--- src/rtl/cu_pipe_if.sv ---
// cu_pipe_if: bundle of the decode inputs and pipelined control outputs of
// the RV32I pipelined control unit.
//   slave  modport : used by cu_pipe (consumes op/funct3/funct7/flush_e/zero_e,
//                    drives ID, EX, MEM and WB control outputs)
//   master modport : used by the surrounding datapath / testbench
interface cu_pipe_if #(
    parameter int unsigned ALUCTRL_W = 4
);
    // ID stage inputs
    logic [6:0]           op;
    logic [2:0]           funct3;
    logic [6:0]           funct7;
    // hazard / EX inputs
    logic                 flush_e;
    logic                 zero_e;
    // ID outputs (combinational)
    logic [2:0]           immsrc_d;
    logic                 illegal_d;
    // EX outputs
    logic [ALUCTRL_W-1:0] alucontrol_e;
    logic                 alusrc_e;
    logic                 jalr_e;
    logic                 pcsrc_e;
    logic [1:0]           resultsrc_e;
    // MEM outputs
    logic                 regwrite_m;
    logic                 memwrite_m;
    // WB outputs
    logic                 regwrite_w;
    logic [1:0]           resultsrc_w;

    modport slave (
        input  op, funct3, funct7, flush_e, zero_e,
        output immsrc_d, illegal_d, alucontrol_e, alusrc_e, jalr_e, pcsrc_e,
               resultsrc_e, regwrite_m, memwrite_m, regwrite_w, resultsrc_w
    );

    modport master (
        output op, funct3, funct7, flush_e, zero_e,
        input  immsrc_d, illegal_d, alucontrol_e, alusrc_e, jalr_e, pcsrc_e,
               resultsrc_e, regwrite_m, memwrite_m, regwrite_w, resultsrc_w
    );
endinterface

--- src/rtl/cu_pipe.sv ---
// cu_pipe: pipelined RV32I control unit for a 5-stage core.
// Decodes op/funct3/funct7 in ID and carries the control bundle through the
// ID/EX, EX/MEM and MEM/WB registers; PC source is resolved in EX.
// Ports:
//   clk   - core clock, rising edge
//   rst_n - asynchronous reset, active low (clears all pipeline registers)
//   bus   - cu_pipe_if.slave: ID decode inputs, flush_e, zero_e, and the
//           ID/EX/MEM/WB control outputs
module cu_pipe #(
    parameter int unsigned ALUCTRL_W      = 4,
    parameter bit          ILLEGAL_AS_NOP = 1'b1
) (
    input  logic       clk,
    input  logic       rst_n,
    cu_pipe_if.slave   bus
);
    localparam logic [6:0] OP_LW   = 7'b0000011;
    localparam logic [6:0] OP_SW   = 7'b0100011;
    localparam logic [6:0] OP_R    = 7'b0110011;
    localparam logic [6:0] OP_I    = 7'b0010011;
    localparam logic [6:0] OP_BR   = 7'b1100011;
    localparam logic [6:0] OP_JAL  = 7'b1101111;
    localparam logic [6:0] OP_JALR = 7'b1100111;
    localparam logic [6:0] OP_LUI  = 7'b0110111;

    // ID decode
    logic                 w_regw, w_memw, w_br, w_jmp, w_jalr, w_alusrc, w_illegal;
    logic [2:0]           w_immsrc;
    logic [1:0]           w_ressrc, w_aluop;
    logic [3:0]           w_alu4;
    logic [ALUCTRL_W-1:0] w_aluctrl;
    logic                 w_bubble;
    logic                 w_unused_f7;

    // ID/EX
    logic                 r_regw_e, r_memw_e, r_br_e, r_jmp_e, r_jalr_e, r_alusrc_e, r_f3b0_e;
    logic [1:0]           r_ressrc_e;
    logic [ALUCTRL_W-1:0] r_aluctrl_e;
    // EX/MEM
    logic                 r_regw_m, r_memw_m;
    logic [1:0]           r_ressrc_m;
    // MEM/WB
    logic                 r_regw_w;
    logic [1:0]           r_ressrc_w;

    assign w_unused_f7 = ^{bus.funct7[6], bus.funct7[4:0]};

    always_comb begin
        w_regw    = 1'b0;
        w_immsrc  = 3'b000;
        w_alusrc  = 1'b0;
        w_memw    = 1'b0;
        w_ressrc  = 2'b00;
        w_br      = 1'b0;
        w_jmp     = 1'b0;
        w_jalr    = 1'b0;
        w_aluop   = 2'b00;
        w_illegal = 1'b0;
        case (bus.op)
            OP_LW:   begin w_regw = 1'b1; w_alusrc = 1'b1; w_ressrc = 2'b01; end
            OP_SW:   begin w_immsrc = 3'b001; w_alusrc = 1'b1; w_memw = 1'b1; end
            OP_R:    begin w_regw = 1'b1; w_aluop = 2'b10; end
            OP_I:    begin w_regw = 1'b1; w_alusrc = 1'b1; w_aluop = 2'b10; end
            OP_BR: begin
                w_immsrc = 3'b010;
                w_br     = 1'b1;
                w_aluop  = 2'b01;
                // only beq/bne are supported
                w_illegal = (bus.funct3[2:1] != 2'b00);
            end
            OP_JAL:  begin w_regw = 1'b1; w_immsrc = 3'b011; w_ressrc = 2'b10; w_jmp = 1'b1; end
            OP_JALR: begin
                w_regw = 1'b1; w_alusrc = 1'b1; w_ressrc = 2'b10; w_jmp = 1'b1; w_jalr = 1'b1;
            end
            OP_LUI:  begin w_regw = 1'b1; w_immsrc = 3'b100; w_ressrc = 2'b11; end
            default: w_illegal = 1'b1;
        endcase
        if (w_illegal) begin
            w_regw = 1'b0;
            w_memw = 1'b0;
            w_br   = 1'b0;
            w_jmp  = 1'b0;
        end
    end

    always_comb begin
        w_alu4 = 4'd0;
        case (w_aluop)
            2'b00: w_alu4 = 4'd0;
            2'b01: w_alu4 = 4'd1;
            default: begin
                case (bus.funct3)
                    3'b000:  w_alu4 = (bus.op[5] & bus.funct7[5]) ? 4'd1 : 4'd0;
                    3'b001:  w_alu4 = 4'd7;
                    3'b010:  w_alu4 = 4'd5;
                    3'b011:  w_alu4 = 4'd6;
                    3'b100:  w_alu4 = 4'd4;
                    3'b101:  w_alu4 = bus.funct7[5] ? 4'd9 : 4'd8;
                    3'b110:  w_alu4 = 4'd3;
                    default: w_alu4 = 4'd2;
                endcase
            end
        endcase
        w_aluctrl      = '0;
        w_aluctrl[3:0] = w_alu4;
    end

    assign bus.immsrc_d  = w_immsrc;
    assign bus.illegal_d = w_illegal;

    assign w_bubble = bus.flush_e | (ILLEGAL_AS_NOP & w_illegal);

    always_ff @(posedge clk or negedge rst_n) begin
        if (!rst_n) begin
            r_regw_e    <= 1'b0;
            r_memw_e    <= 1'b0;
            r_ressrc_e  <= 2'b00;
            r_br_e      <= 1'b0;
            r_jmp_e     <= 1'b0;
            r_jalr_e    <= 1'b0;
            r_alusrc_e  <= 1'b0;
            r_aluctrl_e <= '0;
            r_f3b0_e    <= 1'b0;
        end else if (w_bubble) begin
            r_regw_e    <= 1'b0;
            r_memw_e    <= 1'b0;
            r_ressrc_e  <= 2'b00;
            r_br_e      <= 1'b0;
            r_jmp_e     <= 1'b0;
            r_jalr_e    <= 1'b0;
            r_alusrc_e  <= 1'b0;
            r_aluctrl_e <= '0;
            r_f3b0_e    <= 1'b0;
        end else begin
            r_regw_e    <= w_regw;
            r_memw_e    <= w_memw;
            r_ressrc_e  <= w_ressrc;
            r_br_e      <= w_br;
            r_jmp_e     <= w_jmp;
            r_jalr_e    <= w_jalr;
            r_alusrc_e  <= w_alusrc;
            r_aluctrl_e <= w_aluctrl;
            r_f3b0_e    <= bus.funct3[0];
        end
    end

    always_ff @(posedge clk or negedge rst_n) begin
        if (!rst_n) begin
            r_regw_m   <= 1'b0;
            r_memw_m   <= 1'b0;
            r_ressrc_m <= 2'b00;
            r_regw_w   <= 1'b0;
            r_ressrc_w <= 2'b00;
        end else begin
            r_regw_m   <= r_regw_e;
            r_memw_m   <= r_memw_e;
            r_ressrc_m <= r_ressrc_e;
            r_regw_w   <= r_regw_m;
            r_ressrc_w <= r_ressrc_m;
        end
    end

    // funct3[0] distinguishes bne from beq by inverting the zero test
    assign bus.pcsrc_e      = (r_br_e & (bus.zero_e ^ r_f3b0_e)) | r_jmp_e;
    assign bus.alucontrol_e = r_aluctrl_e;
    assign bus.alusrc_e     = r_alusrc_e;
    assign bus.jalr_e       = r_jalr_e;
    assign bus.resultsrc_e  = r_ressrc_e;
    assign bus.regwrite_m   = r_regw_m;
    assign bus.memwrite_m   = r_memw_m;
    assign bus.regwrite_w   = r_regw_w;
    assign bus.resultsrc_w  = r_ressrc_w;
endmodule

--- src/flat_wrapper.sv ---
// flat-port wrapper written by rule: the top's interface ports become plain ports
module cu_pipe_flat 
#(
    parameter int unsigned ALUCTRL_W      = 4,
    parameter bit          ILLEGAL_AS_NOP = 1'b1
)
  (clk, rst_n, bus_op, bus_funct3, bus_funct7, bus_flush_e, bus_zero_e, bus_immsrc_d, bus_illegal_d, bus_alucontrol_e, bus_alusrc_e, bus_jalr_e, bus_pcsrc_e, bus_resultsrc_e, bus_regwrite_m, bus_memwrite_m, bus_regwrite_w, bus_resultsrc_w);
  cu_pipe_if #(.ALUCTRL_W(ALUCTRL_W)) bus_i ();
  input  logic clk;
  input  logic rst_n;
  input wire logic [$bits(bus_i.op)-1:0] bus_op;
  input wire logic [$bits(bus_i.funct3)-1:0] bus_funct3;
  input wire logic [$bits(bus_i.funct7)-1:0] bus_funct7;
  input wire logic [$bits(bus_i.flush_e)-1:0] bus_flush_e;
  input wire logic [$bits(bus_i.zero_e)-1:0] bus_zero_e;
  output wire logic [$bits(bus_i.immsrc_d)-1:0] bus_immsrc_d;
  output wire logic [$bits(bus_i.illegal_d)-1:0] bus_illegal_d;
  output wire logic [$bits(bus_i.alucontrol_e)-1:0] bus_alucontrol_e;
  output wire logic [$bits(bus_i.alusrc_e)-1:0] bus_alusrc_e;
  output wire logic [$bits(bus_i.jalr_e)-1:0] bus_jalr_e;
  output wire logic [$bits(bus_i.pcsrc_e)-1:0] bus_pcsrc_e;
  output wire logic [$bits(bus_i.resultsrc_e)-1:0] bus_resultsrc_e;
  output wire logic [$bits(bus_i.regwrite_m)-1:0] bus_regwrite_m;
  output wire logic [$bits(bus_i.memwrite_m)-1:0] bus_memwrite_m;
  output wire logic [$bits(bus_i.regwrite_w)-1:0] bus_regwrite_w;
  output wire logic [$bits(bus_i.resultsrc_w)-1:0] bus_resultsrc_w;
  assign bus_i.op = bus_op;
  assign bus_i.funct3 = bus_funct3;
  assign bus_i.funct7 = bus_funct7;
  assign bus_i.flush_e = bus_flush_e;
  assign bus_i.zero_e = bus_zero_e;
  assign bus_immsrc_d = bus_i.immsrc_d;
  assign bus_illegal_d = bus_i.illegal_d;
  assign bus_alucontrol_e = bus_i.alucontrol_e;
  assign bus_alusrc_e = bus_i.alusrc_e;
  assign bus_jalr_e = bus_i.jalr_e;
  assign bus_pcsrc_e = bus_i.pcsrc_e;
  assign bus_resultsrc_e = bus_i.resultsrc_e;
  assign bus_regwrite_m = bus_i.regwrite_m;
  assign bus_memwrite_m = bus_i.memwrite_m;
  assign bus_regwrite_w = bus_i.regwrite_w;
  assign bus_resultsrc_w = bus_i.resultsrc_w;
  cu_pipe #(.ALUCTRL_W(ALUCTRL_W), .ILLEGAL_AS_NOP(ILLEGAL_AS_NOP)) u_core (.clk(clk), .rst_n(rst_n), .bus(bus_i));
endmodule
--- config.mk ---
export PLATFORM = sky130hd
export DESIGN_NAME = cu_pipe_flat
export DESIGN_NICKNAME = d
export VERILOG_FILES = /design/src/rtl/cu_pipe_if.sv /design/src/rtl/cu_pipe.sv /design/src/flat_wrapper.sv
export SDC_FILE = /design/constraint.sdc
export NUM_CORES = 1
export LEC_CHECK = 0
export CAP_MARGIN = 20
export CORE_ASPECT_RATIO = 0.9
export CORE_MARGIN = 2
export CORE_UTILIZATION = 35
export CTS_CLUSTER_DIAMETER = 40
export CTS_CLUSTER_SIZE = 14
export DETAILED_ROUTE_END_ITERATION = 8
export PLACE_DENSITY = 0.76
export SYNTH_ARGS = -nofsm -noshare
export SYNTH_HDL_FRONTEND = slang
export SYNTH_SLANG_ARGS = --single-unit
--- constraint.sdc ---
create_clock -name clk -period 1.6 [get_ports clk]
set_clock_uncertainty 0.15 [all_clocks]
set_input_delay 0.32 -clock clk [delete_from_list [all_inputs] [get_ports clk]]
set_output_delay 0.32 -clock clk [all_outputs]
set_load 0.005 [all_outputs]
==> run summary <==
Cell family with most CP delay -> simple AND/OR/NAND/NOR gates
Sequential area share after synthesis -> 53.1%
NetSw -> 0.235 mW
Hold crit path type -> in -> reg
IO Pins -> 39
Fraction of layout cells with a size suffix above 1 -> 51.9%
Number of max-cap violations -> 0
Reg2reg end -> u_core.r_ressrc_m[1]
Synth Instances -> 85
Clock Path Buffers -> 2
Ant diodes -> 0
Clock Latency Late Sink -> 0.29 ns
Combinational power share -> 22.3%
Worst EP required -> 1.13 ns
Cell Area, Synth -> 942 um^2
Max Clk Rate -> 0.617 GHz
Top FF cell, synth -> dfrtp_1
Synth area leaders -> dfrtp_1, nor3_1, o21bai_4
Share of the synthesized area in the top cell type -> 53.1%
Final Cycle Share -> 101%
Hold Path End -> u_core.r_jmp_e
CP arrival -> 1.15 ns
WL final -> 2520 um
Vias in the first global route -> 913
Layout area overhead -> 79.3%
Total congestion overflow -> 0
RePlAce Congestion -> 0.820
Failing checks -> design-rule violations, negative setup slack
Fill count -> 187
Final Hold Viols -> 0
Internal reg-to-reg setup slack -> 0.84 ns
H-tree depth -> 1
Root buffer cell -> clkbuf_4
DRT Pass-1 Iters -> 6
Layout Nets -> 180
Port Buffer Count -> 32
Sw Ratio -> 23.3%
Hold Buf Count CTS -> 0
CTS tree -> done
Number of synthesized register bits -> 20
Relative max-transition margin -> 81.1%
Core area -> 2510 um^2
Vias per cell -> 4.89
Biggest area consumer among synthesized cells -> dfrtp_1
Clock power frac -> 27.2%
First-pass GRT wire length -> 4170 um
Synth async-reset ratio -> 100%
GRT Util Overall -> 18.6%
Peak supply drop -> 0.000295 V
Die width -> 58.7 um
CP startpoint kind -> input pin
LEAKAGE -> 0.915 nW
Status -> finished, violations left
Hold depth -> 2
Setup TNS -> -0.0217 ns
Area of the die -> 3120 um^2
Worst Max-Slew Pin Slew -> 0.281 ns
WL/cell -> 13.5 um
Top post-synthesis cells by count -> dfrtp_1, nor2_1, nor3_1, a21oi_1, nand2_1
Worst setup path category -> in -> out
Initial Utilization -> 37.5%
Initial antenna violation count -> 0
Critical path depth in cells -> 5
Pre-CTS WS -> -0.971 ns
HP Start -> bus_flush_e
RSZ-0062 raised after global routing -> true
Synth Net Count -> 106
Setup crit end kind -> output pin
Site Rows -> 17
Iter 0 DRT Violations -> 12
Reg-to-Reg Start -> u_core.bus.resultsrc_e[1]
Layout Cells excl Fill -> 186
Chip Height -> 53.2 um
Pint -> 0.774 mW
Placed cell area -> 1490 um^2
Sequential power share -> 50.5%
Syn avg cell area -> 11.1 um^2
CTS Sinks -> 20
Critical path peak fanout -> 6
Detailed placement HPWL -> 1850 um
Total power -> 1.01 mW
TritonCTS Buffers -> 3
Crit-path slowest cell -> and4bb_2
Cells along the critical path -> buf_8, and2b_2, and4bb_2, o21ai_2, buf_2
Netlist cell types -> 34
Inst Count DP -> 170
Power per Cell Area -> 597 nW/um^2
Synth warnings -> 0
Final setup fails -> 1
Largest net degree at the start of global routing -> 21
Vias -> 909
Critical Path Max Stage Delay -> 0.26 ns
WP buf/inv -> 2
Fin area -> 1690 um^2
Most frequent cell after synthesis -> dfrtp_1
EDFF count, synth -> 0
Worst reg2reg path depth -> 1
Fin. max-slew vios -> 0
Residual DRC -> 3
Post-DRT Antenna Nets -> 0
Min Tclk post-route -> 1.62 ns
Reg clk slew, reported paths -> 0.10 ns
Final WS setup -> -0.0217 ns
[routing by layer]
| layer | routed length [um] | part of all wire [%] | up-vias | track usage [%] |
|---|---|---|---|---|
| met5 | 0 | 0 | - | 0 |
| met4 | 48 | 1.9 | 0 | 9.09 |
| met3 | 112 | 4.4 | 5 | 0.733 |
| met2 | 1300 | 52 | 27 | 35.2 |
| met1 | 1060 | 42 | 430 | 21.3 |
| li1 | - | - | 447 | - |
[repair_timing]
action,CTS,global route
gates resized for setup,85,18
endpoints found under the setup margin,25,13
pin swaps,14,10
buffers inserted,8,4
[layout make-up]
type                            instances  area (um^2)  share of cell area (%)
Tap cell                               28         35.0                    2.07
Inverter                                2         7.51                   0.444
Timing Repair Buffer                   72          612                    36.2
Sequential cell                        20          500                    29.6
Multi-Input combinational cell         60          498                    29.5
Clock buffer                            4         36.3                    2.15
[cells by family after synthesis]
kind of cell	synth area share (%)
simple gates	24.0
compound gates	17.4
xor+xnor	1.86
flops	53.1
buf+inv	2.52
mux	1.06
[cell usage in the layout, fill, tap and decap left out, types with 2 or more instances in the layout]
cell,n
nor3_2,4
buf_8,2
nand2_1,2
a21oi_1,5
nor3_1,5
buf_6,9
clkbuf_2,4
buf_2,5
dlygate4sd2_1,10
or3_4,2
or2_4,2
clkdlybuf4s50_1,3
inv_1,2
dfrtp_1,20
clkbuf_4,3
xor2_1,2
buf_4,34
nand2_2,2
dlymetal6s2s_1,5
o21bai_4,2
nor2_1,9
or2b_1,2
a211oi_1,2
[power groups by stage]
| stage | registers (mW) | logic, mW | clock network (mW) |
|---|---|---|---|
| after CTS | 0.510 | 0.212 | 0.283 |
| after floorplan | 0.520 | 0.0658 | 0 |
| after detailed placement | 0.520 | 0.187 | 0 |
| after global routing | 0.510 | 0.244 | 0.299 |
| final | 0.509 | 0.225 | 0.274 |
| after global placement | 0.519 | 0.182 | 0 |
[worst max path at each step]
stage	startpoint	end	slack, ns
final	bus_op[2]	bus_illegal_d	-0.02
after global routing	bus_op[4]	bus_immsrc_d[1]	-0.05
after CTS	bus_op[2]	bus_illegal_d	-0.04
after detailed placement	bus_op[2]	bus_illegal_d	-0.97
after global placement	bus_op[2]	bus_illegal_d	-0.94
after floorplan	bus_op[4]	u_core.bus.resultsrc_e[0]	0.002
[sequential cells by signal, summed over array words and instances, names as in the netlist]
signal	flops
u_core.r_regw_e	1
u_core.bus.resultsrc_e	2
u_core.bus.regwrite_m	1
u_core.bus.jalr_e	1
u_core.bus.alucontrol_e	4
u_core.bus.regwrite_w	1
u_core.r_ressrc_m	2
u_core.bus.alusrc_e	1
u_core.r_jmp_e	1
u_core.bus.resultsrc_w	2
u_core.r_br_e	1
u_core.r_memw_e	1
u_core.r_f3b0_e	1
u_core.bus.memwrite_m	1
[stage by stage]
step / hold WS [ns] / utilization, %
2_1_floorplan: -0.126 / -
3_3_place_gp: 0.183 / 59.4
3_5_place_dp: 0.185 / 59.4
4_1_cts: 0.171 / 65.0
5_1_grt: 0.145 / 67.3
6_report: 0.150 / 67.3
Power figures use the tool's default switching activity.
